`config.mk`:
```
export PLATFORM = sky130hd
export DESIGN_NAME = dbus_packet_framer
export DESIGN_NICKNAME = d
export VERILOG_FILES = /design/src/rtl/dbus_pkg.sv /design/src/rtl/dbus_pkt_sum.sv /design/src/rtl/dbus_packet_framer.sv
export SDC_FILE = /design/constraint.sdc
export NUM_CORES = 1
export LEC_CHECK = 0
export CAP_MARGIN = 40
export CORE_MARGIN = 1
export CORE_UTILIZATION = 55
export DETAILED_ROUTE_END_ITERATION = 10
export PLACE_DENSITY = 0.77
export REMOVE_ABC_BUFFERS = 1
export SLEW_MARGIN = 20
export SYNTH_ARGS = -nofsm -noshare
export SYNTH_HDL_FRONTEND = slang
export SYNTH_SLANG_ARGS = --single-unit
```
`constraint.sdc`:
```
create_clock -name i_clock -period 3.1 [get_ports i_clock]
set_clock_uncertainty 0.05 [all_clocks]
set_input_delay 0.62 -clock i_clock [delete_from_list [all_inputs] [get_ports i_clock]]
set_output_delay 0.62 -clock i_clock [all_outputs]
set_load 0.02 [all_outputs]
```
`src/rtl/dbus_pkg.sv`:
```
`default_nettype none
// ============================================================================
// Module : dbus_pkg
// Desc   : Framer state encodings, TI link command codes, payload lookup.
// Rev    : 1.0  initial release
// ============================================================================
package dbus_pkg;

  typedef enum logic [2:0] {
    S_MID  = 3'd0,
    S_CMD  = 3'd1,
    S_LENL = 3'd2,
    S_LENH = 3'd3,
    S_DATA = 3'd4,
    S_CKL  = 3'd5,
    S_CKH  = 3'd6
  } framer_state_t;

  localparam logic [7:0] CMD_VAR  = 8'h06;
  localparam logic [7:0] CMD_DATA = 8'h15;
  localparam logic [7:0] CMD_SKIP = 8'h36;
  localparam logic [7:0] CMD_DEL  = 8'h88;
  localparam logic [7:0] CMD_REQ  = 8'hA2;
  localparam logic [7:0] CMD_RTS  = 8'hC9;
  localparam logic [7:0] CMD_ACK  = 8'h56;
  localparam logic [7:0] CMD_CTS  = 8'h09;

  // Commands whose length field announces a payload plus 16-bit checksum.
  function automatic logic has_payload(input logic [7:0] cmd);
    return (cmd == CMD_VAR)  || (cmd == CMD_DATA) || (cmd == CMD_SKIP) ||
           (cmd == CMD_DEL)  || (cmd == CMD_REQ)  || (cmd == CMD_RTS);
  endfunction

endpackage
`default_nettype wire

```
`src/rtl/dbus_pkt_sum.sv`:
```
`default_nettype none
// ============================================================================
// Module : dbus_pkt_sum
// Desc   : 16-bit wrapping payload accumulator with clear/add and compare.
// Rev    : 1.0  initial release
// ============================================================================
module dbus_pkt_sum (
  input  logic        i_clock,
  input  logic        i_resetn,
  input  logic        i_clr,
  input  logic        i_add,
  input  logic [7:0]  i_byte,
  input  logic [15:0] i_ck,
  output logic        o_match
);

  logic [15:0] r_sum;

  always_ff @(posedge i_clock or negedge i_resetn) begin
    if (!i_resetn) begin
      r_sum <= 16'd0;
    end else if (i_clr) begin
      r_sum <= 16'd0;
    end else if (i_add) begin
      r_sum <= r_sum + {8'd0, i_byte};
    end
  end

  assign o_match = (i_ck == r_sum);

endmodule
`default_nettype wire

```
`src/rtl/dbus_packet_framer.sv`:
```
`default_nettype none
// ============================================================================
// Module : dbus_packet_framer
// Desc   : dbus byte forwarder with TI link packet framing, checksum and timeout.
// Rev    : 1.0  initial release
// ============================================================================
module dbus_packet_framer
  import dbus_pkg::*;
#(
  parameter int c_TIMEOUTBITS = 20
) (
  input  logic        i_clock,
  input  logic        i_resetn,
  input  logic        i_avail,
  input  logic [7:0]  i_data,
  output logic        o_read,
  output logic [7:0]  o_data,
  output logic        o_valid,
  input  logic        i_ready,
  output logic        o_pkt_done,
  output logic        o_ck_err,
  output logic        o_timeout,
  output logic [7:0]  o_mid,
  output logic [7:0]  o_cmd,
  output logic [15:0] o_pkt_count
);

  // Fires on the edge where the idle counter would reach all-ones.
  localparam logic [c_TIMEOUTBITS-1:0] c_IDLE_FIRE = ~c_TIMEOUTBITS'(1);

  framer_state_t            r_state;
  framer_state_t            w_state_next;
  logic                     r_avail;
  logic [7:0]               r_mid_cur;
  logic [7:0]               r_cmd_cur;
  logic [7:0]               r_len_lo;
  logic [7:0]               r_ck_lo;
  logic [15:0]              r_rem;
  logic [c_TIMEOUTBITS-1:0] r_idle;
  logic [15:0]              w_len;
  logic                     w_free;
  logic                     w_accept;
  logic                     w_done;
  logic                     w_ck_err;
  logic                     w_timeout;
  logic                     w_sum_clr;
  logic                     w_sum_add;
  logic                     w_sum_match;

  assign w_free   = !o_valid || i_ready;
  assign w_accept = r_avail && !o_read && w_free;
  assign w_len    = {i_data, r_len_lo};

  dbus_pkt_sum u_sum (
    .i_clock  (i_clock),
    .i_resetn (i_resetn),
    .i_clr    (w_sum_clr),
    .i_add    (w_sum_add),
    .i_byte   (i_data),
    .i_ck     ({i_data, r_ck_lo}),
    .o_match  (w_sum_match)
  );

  always_comb begin
    w_state_next = r_state;
    w_done       = 1'b0;
    w_ck_err     = 1'b0;
    w_timeout    = 1'b0;
    w_sum_clr    = 1'b0;
    w_sum_add    = 1'b0;
    if (w_accept) begin
      case (r_state)
        S_MID:  w_state_next = S_CMD;
        S_CMD:  w_state_next = S_LENL;
        S_LENL: w_state_next = S_LENH;
        S_LENH: begin
          if (has_payload(r_cmd_cur) && (w_len != 16'd0)) begin
            w_sum_clr    = 1'b1;
            w_state_next = S_DATA;
          end else begin
            w_done       = 1'b1;
            w_state_next = S_MID;
          end
        end
        S_DATA: begin
          w_sum_add = 1'b1;
          if (r_rem == 16'd1) w_state_next = S_CKL;
        end
        S_CKL:  w_state_next = S_CKH;
        S_CKH: begin
          w_done       = w_sum_match;
          w_ck_err     = !w_sum_match;
          w_state_next = S_MID;
        end
        default: w_state_next = S_MID;
      endcase
    end else if ((r_state != S_MID) && (r_idle == c_IDLE_FIRE)) begin
      w_timeout    = 1'b1;
      w_state_next = S_MID;
    end
  end

  always_ff @(posedge i_clock or negedge i_resetn) begin
    if (!i_resetn) begin
      r_state <= S_MID;
    end else begin
      r_state <= w_state_next;
    end
  end

  // Four-phase upstream handshake and the one-entry holding register.
  always_ff @(posedge i_clock or negedge i_resetn) begin
    if (!i_resetn) begin
      r_avail <= 1'b0;
      o_read  <= 1'b0;
      o_valid <= 1'b0;
      o_data  <= 8'd0;
    end else begin
      r_avail <= i_avail;
      if (w_accept) begin
        o_read <= 1'b1;
      end else if (!r_avail) begin
        o_read <= 1'b0;
      end
      if (w_accept) begin
        o_valid <= 1'b1;
        o_data  <= i_data;
      end else if (i_ready) begin
        o_valid <= 1'b0;
      end
    end
  end

  always_ff @(posedge i_clock or negedge i_resetn) begin
    if (!i_resetn) begin
      r_mid_cur   <= 8'd0;
      r_cmd_cur   <= 8'd0;
      r_len_lo    <= 8'd0;
      r_ck_lo     <= 8'd0;
      r_rem       <= 16'd0;
      r_idle      <= '0;
      o_pkt_done  <= 1'b0;
      o_ck_err    <= 1'b0;
      o_timeout   <= 1'b0;
      o_mid       <= 8'd0;
      o_cmd       <= 8'd0;
      o_pkt_count <= 16'd0;
    end else begin
      o_pkt_done <= w_done;
      o_ck_err   <= w_ck_err;
      o_timeout  <= w_timeout;
      if (w_done || w_ck_err) begin
        o_pkt_count <= o_pkt_count + 16'd1;
        o_mid       <= r_mid_cur;
        o_cmd       <= r_cmd_cur;
      end
      if (w_accept || w_timeout || (r_state == S_MID)) begin
        r_idle <= '0;
      end else begin
        r_idle <= r_idle + c_TIMEOUTBITS'(1);
      end
      if (w_accept) begin
        case (r_state)
          S_MID:   r_mid_cur <= i_data;
          S_CMD:   r_cmd_cur <= i_data;
          S_LENL:  r_len_lo  <= i_data;
          S_LENH:  r_rem     <= w_len;
          S_DATA:  r_rem     <= r_rem - 16'd1;
          S_CKL:   r_ck_lo   <= i_data;
          default: ;
        endcase
      end
    end
  end

endmodule
`default_nettype wire

```
# After elaboration in Yosys (flattened, before gate mapping)
# Index checks and enable logic that the tools add are counted.
[classes]
add_sub_neg = 4
eq_ne = 17
mux = 25
reduce_logical = 29
[ops]
columns = ["operator", "n"]
rows = [
  ["16-bit two-way mux", 2],
  ["16-bit one-hot mux with 2 select lines", 1],
  ["8-bit equality test (second input constant)", 3],
  ["20-bit by 1-bit adder with 20-bit output (second input constant)", 1],
  ["20-bit equality test (second input constant)", 1],
  ["20-bit two-way mux", 1],
  ["3-bit one-hot mux with 6 select lines", 1],
  ["16-bit by 1-bit adder with 16-bit output (second input constant)", 1],
  ["16-bit by 8-bit adder with 16-bit output", 1],
  ["16-bit by 1-bit equality test with 1-bit output (second input constant)", 1],
  ["16-bit equality test", 1],
  ["16-bit nonzero test", 1],
  ["16-bit by 1-bit subtractor with 16-bit output (second input constant)", 1],
  ["1-bit two-way mux", 15],
  ["3-bit two-way mux", 4],
  ["2-bit AND reduction", 6],
  ["3-bit equality test (second input constant)", 3],
  ["1-bit logical OR", 9],
  ["8-bit by 3-bit equality test with 1-bit output (second input constant)", 1],
  ["8-bit by 5-bit equality test with 1-bit output (second input constant)", 1],
  ["8-bit by 6-bit equality test with 1-bit output (second input constant)", 1],
  ["2-bit nonzero test", 4],
  ["3-bit by 2-bit equality test with 1-bit output (second input constant)", 2],
  ["1-bit logical AND", 4],
  ["7 further kinds", 9],
]
[word_totals]
register_bits = 133
input_bits = 12
out_inout_bits = 45
word_cells = 93

# Depth between registers and ports, before layout
[depth]
depth_word = 11
depth_mapped = 9
depth_no_buf = 9

# Hierarchy
# Synthesis repeated with hierarchy kept, for this count alone.
[unflattened]
hier_cells = 637
area_unflattened_um2 = 6623.9
[by_module_without_submodules]
columns = ["mod", "instances", "cells_per_inst", "area_each_um2", "seq_area_each_um2"]
rows = [
  ["dbus_packet_framer", 1, 482, 5250.0, 2927.8],
  ["dbus_pkt_sum", 1, 155, 1373.8, 400.4],
]

# Least setup slack after synthesis
# Ideal clock, no wire load.
[synth_path]
kind = "input -> register"
start = "input port i_data[0]"
end = "register u_sum.r_sum[10]"
arrival_ns = 2.463
t_required_ns = 2.929
setup_slack_ns = 0.466
stages = 9
n_path_buf = 0
path_cell_list = "ha_1 > fa_1 > a21o_1 > a211oi_1 > nor2_1 > o41ai_1 > nor3b_1 > xnor2_1 > nor2_1"
[synth_between]
elab_chain_cells = 6
word_cells_on_any_way = 9
classes_between = "1 x add/sub; 5 x mux; 3 x reduce/logical"
[synth_lines]
columns = ["item", "line_no", "text"]
rows = [
  ["start, declared", "dbus_packet_framer.sv:15", "input logic [7:0] i_data,"],
  ["parallel branches: the longest is 6 deep, another holds 16-bit by 8-bit adder with 16-bit output", "-", ""],
  ["end signal, assigned", "dbus_pkt_sum.sv:25", "r_sum <= r_sum + {8'd0, i_byte};"],
  ["end, declared", "dbus_pkt_sum.sv:17", "logic [15:0] r_sum;"],
]
# Several ways; the timed one is not identified. The select of a mux whose other input is x is not followed.
# A chain may end at the register's enable or synchronous reset.

# Final worst setup path
[layout_path]
start = "register r_cmd_cur[7]"
end = "register o_cmd[4]"
[layout_between]
elab_chain_cells = 11
word_cells_on_any_way = 16
classes_between = "6 x eq/ne; 3 x mux; 7 x reduce/logical"
[layout_lines]
columns = ["item", "line_no", "text"]
rows = [
  ["start, declared", "dbus_packet_framer.sv:35", "logic [7:0] r_cmd_cur;"],
  ["start signal, assigned", "dbus_packet_framer.sv:165", "S_CMD: r_cmd_cur <= i_data;"],
  ["8-bit by 3-bit equality test with 1-bit output or 8-bit by 5-bit equality test with 1-bit output (tied branches)", "dbus_pkg.sv:30", "return (cmd == CMD_VAR) || (cmd == CMD_DATA) || (cmd == CMD_SKIP) ||"],
  ["1-bit logical OR (3 in a row)", "dbus_pkg.sv:30", ""],
  ["1-bit logical OR", "dbus_pkg.sv:31", "(cmd == CMD_DEL) || (cmd == CMD_REQ) || (cmd == CMD_RTS);"],
  ["1-bit logical OR (*)", "dbus_pkg.sv:31", ""],
  ["1-bit logical AND (*)", "dbus_packet_framer.sv:77", "if (has_payload(r_cmd_cur) && (w_len != 16'd0)) begin"],
  ["1-bit two-way mux (*)", "dbus_packet_framer.sv:77", ""],
  ["1-bit one-hot mux with 2 select lines (*)", "dbus_packet_framer.sv:72", "case (r_state)"],
  ["1-bit two-way mux (*)", "dbus_packet_framer.sv:71", "if (w_accept) begin"],
  ["1-bit logical OR (*)", "dbus_packet_framer.sv:152", "if (w_done || w_ck_err) begin"],
  ["end signal, assigned", "dbus_packet_framer.sv:155", "o_cmd <= r_cmd_cur;"],
  ["end, declared", "dbus_packet_framer.sv:24", "output logic [7:0] o_cmd,"],
]
# Every way passes the cells marked *; elsewhere a longest branch is shown, timed or not.

==> flow_summary.json <==
{
  "status": "complete, but fails checks",
  "violations": "design-rule violations",
  "hp-start": "o_pkt_count[15]",
  "finalNonFillerCells": 851,
  "grt_usage": 0.261,
  "fmax_mhz": 358,
  "hp-class": "reg -> reg",
  "cap_violations": 0,
  "dr.pass1.iters": 8,
  "worstMarginPinSlew_ns": 0.752,
  "maxSlewViolCount": 0,
  "reg2reg_to": "o_cmd[4]",
  "cellPowerDensity_mw_per_mm2": 772,
  "syn_to_final_growth_pct": 23.1,
  "crit_type": "reg -> reg",
  "vias": 5039,
  "cts_sinks": 133,
  "use_met3": 0.0662,
  "power.leakage_nw": 3.65,
  "max-slew-margin-rel": 0.498,
  "vias_per_cell": 5.92,
  "async_flop_share": 1.00,
  "rrSetupSlack_ns": 0.31,
  "hold_violations": 0,
  "cts_root_buf": "clkbuf_16",
  "die-area_mm2": 0.0123,
  "synthFlopType": "dfrtp_1",
  "avgSynthCellArea_um2": 10.6,
  "finalSetupViolCount": 0,
  "tritoncts": "done",
  "use_met1": 0.331,
  "ctsResizeCount": 0,
  "cts_made_buffers": 17,
  "fin_crit_ns": 2.79,
  "die_width_um": 111,
  "antennaDiodeCount": 0,
  "finalNetCount": 721,
  "arrival_ns": 3.04,
  "place_area_mm2": 0.00738,
  "use_met2": 0.430,
  "syn-cell-area_mm2": 0.00655,
  "hold-path-endpoint": "o_pkt_count[15]",
  "gp_congestion": 0.890,
  "synth_cells": 620,
  "die_y_um": 111,
  "yosysWarnings": 0,
  "gr-total-overflow": 0,
  "path_clk_slew_ns": 0.06,
  "dp_cells": 817,
  "first_iter_violations": 357,
  "worst-path-max-fanout": 14,
  "route.detailed.drc": 2,
  "ys_types": 65,
  "reg2reg_depth": 7,
  "design_area_mm2": 0.00806,
  "worst_hold_slack_ns": 0.426,
  "drive_gt1_frac": 0.169,
  "grt_max_degree": 60,
  "port_buffers": 56,
  "ir_worst_vdd_mv": 0.448,
  "routed_wirelength_um": 15200,
  "rows": 39,
  "holdPathStages": 1,
  "grt_pass1_vias": 5054,
  "startpoint_type": "flop",
  "rr_startpoint": "r_cmd_cur[7]",
  "cts_max_level": 4,
  "insertion_delay_ns": 0.42,
  "cts_hold_buffers": 0,
  "core_mm2": 0.0115,
  "cts_setup_buffers": 0,
  "busiest_layer": "met2",
  "utilization": 0.700,
  "yosysSeqAreaShare": 0.509,
  "antenna_found_initial": 0,
  "rsz0062_at_grt": "false",
  "final_antenna_net_count": 0,
  "initial_core_util": 0.568,
  "period_share": 0.901,
  "ioPinCount": 57,
  "grt_pass1_wl_um": 25100,
  "post-dp-hpwl_um": 10300,
  "ys_ff_latch": 133,
  "crit_path_end_kind": "flop",
  "clockBufferDepth": 2,
  "total_power_mw": 6.22,
  "avgRoutedWirePerCell_um": 17.9,
  "synth_edf_count": 0,
  "cp.required_ns": 3.35
}
## power breakdown
group	switching, mW	internal (mW)	total (mW)
clock	0.750	1.39	2.14
sequential	0.418	2.17	2.59
combinational	0.739	0.747	1.49
## metrics by stage
stage,setup TNS [ns],setup WS [ns]
2_1_floorplan,0,0.432
3_3_place_gp,-0.153,-0.0425
3_5_place_dp,-0.0605,-0.0205
4_1_cts,0,0.292
5_1_grt,0,0.162
6_report,0,0.307
## layer usage
metal	wire [um]	vias up	part of all wire
met2	7550	153	0.50
met4	387	0	0.025
met1	6560	2522	0.43
met5	0	-	0
met3	724	39	0.048
li1	-	2325	-
## cell usage after synthesis, types with 7 or more instances
library cell	count	area share
xor2_1	41	0.055
nor2_1	59	0.034
xnor2_1	20	0.027
clkbuf_1	23	0.013
ha_1	13	0.025
inv_1	7	0.0040
nor3_1	12	0.0092
nand2_1	74	0.042
mux2_1	8	0.014
nand3_1	17	0.013
dfrtp_1	133	0.51
a21oi_1	20	0.015
mux2_2	41	0.071
o21ai_0	36	0.028
nor4_1	12	0.011
nand4_1	10	0.0096
## logic make-up (layout without fill, tap and decap cells)
kind of cell	Yosys count	count (layout)	share of synthesized area
multiplexers	49	49	0.0843
buffers and inverters	38	126	0.0254
flip-flops	133	133	0.509
adder cells (fa/ha/maj)	14	14	0.0279
AO/OA/AOI/OAI	92	92	0.0868
XOR/XNOR	63	63	0.0866
AND/OR/NAND/NOR	231	231	0.180
## critical path, cell delays in order (launching register included)
cell and delay, ns:
dfrtp_1 0.43, nor4bb_1 0.30, a22oi_1 0.12, o32ai_2 0.34, a21oi_2 0.12, nor2_2 0.61
buf_4 0.32, mux2_2 0.37
## cells in the final DEF (no fill, tap or decap), drive strengths merged, types with 10 or more instances in the layout
master / instances
a21oi: 21
clkdlybuf4s50: 55
xor2: 41
o21ai: 37
clkbuf: 21
nor2: 60
xnor2: 22
nand4: 10
nor3: 12
buf: 31
ha: 13
nand2: 75
mux2: 49
nand3: 17
dfrtp: 133
nor4: 16
## sequential cells by signal, indices dropped and copies added, names as in the netlist
signal / cells
o_read: 1
o_cmd: 8
r_state: 3
o_timeout: 1
o_pkt_count: 16
o_mid: 8
r_idle: 20
r_avail: 1
r_cmd_cur: 8
u_sum.r_sum: 16
o_valid: 1
o_pkt_done: 1
r_len_lo: 8
o_ck_err: 1
r_mid_cur: 8
o_data: 8
r_ck_lo: 8
r_rem: 16
## area by class of cell
cell class | instances | area (um^2)
repair buffers | 87 | 838
well taps | 143 | 179
fillers | 851 | 3460
clock buffers | 21 | 460
flip-flops and latches | 133 | 3330
inverters | 7 | 26.3
multi-input cells | 449 | 3050
clock inverters | 11 | 174
## worst max path at each step
stage	startpoint	endpoint	slack, ns	cells past startpoint
global placement	i_data[0]	u_sum.r_sum[8]	-0.04	11
detailed placement	i_data[0]	u_sum.r_sum[10]	-0.02	11
floorplan	i_ready	o_cmd[0]	0.43	6
CTS	r_cmd_cur[7]	o_cmd[4]	0.29	7
finish	r_cmd_cur[7]	o_cmd[4]	0.31	7
global route	r_cmd_cur[7]	o_cmd[4]	0.16	7
(Power assumes the default switching activity.)
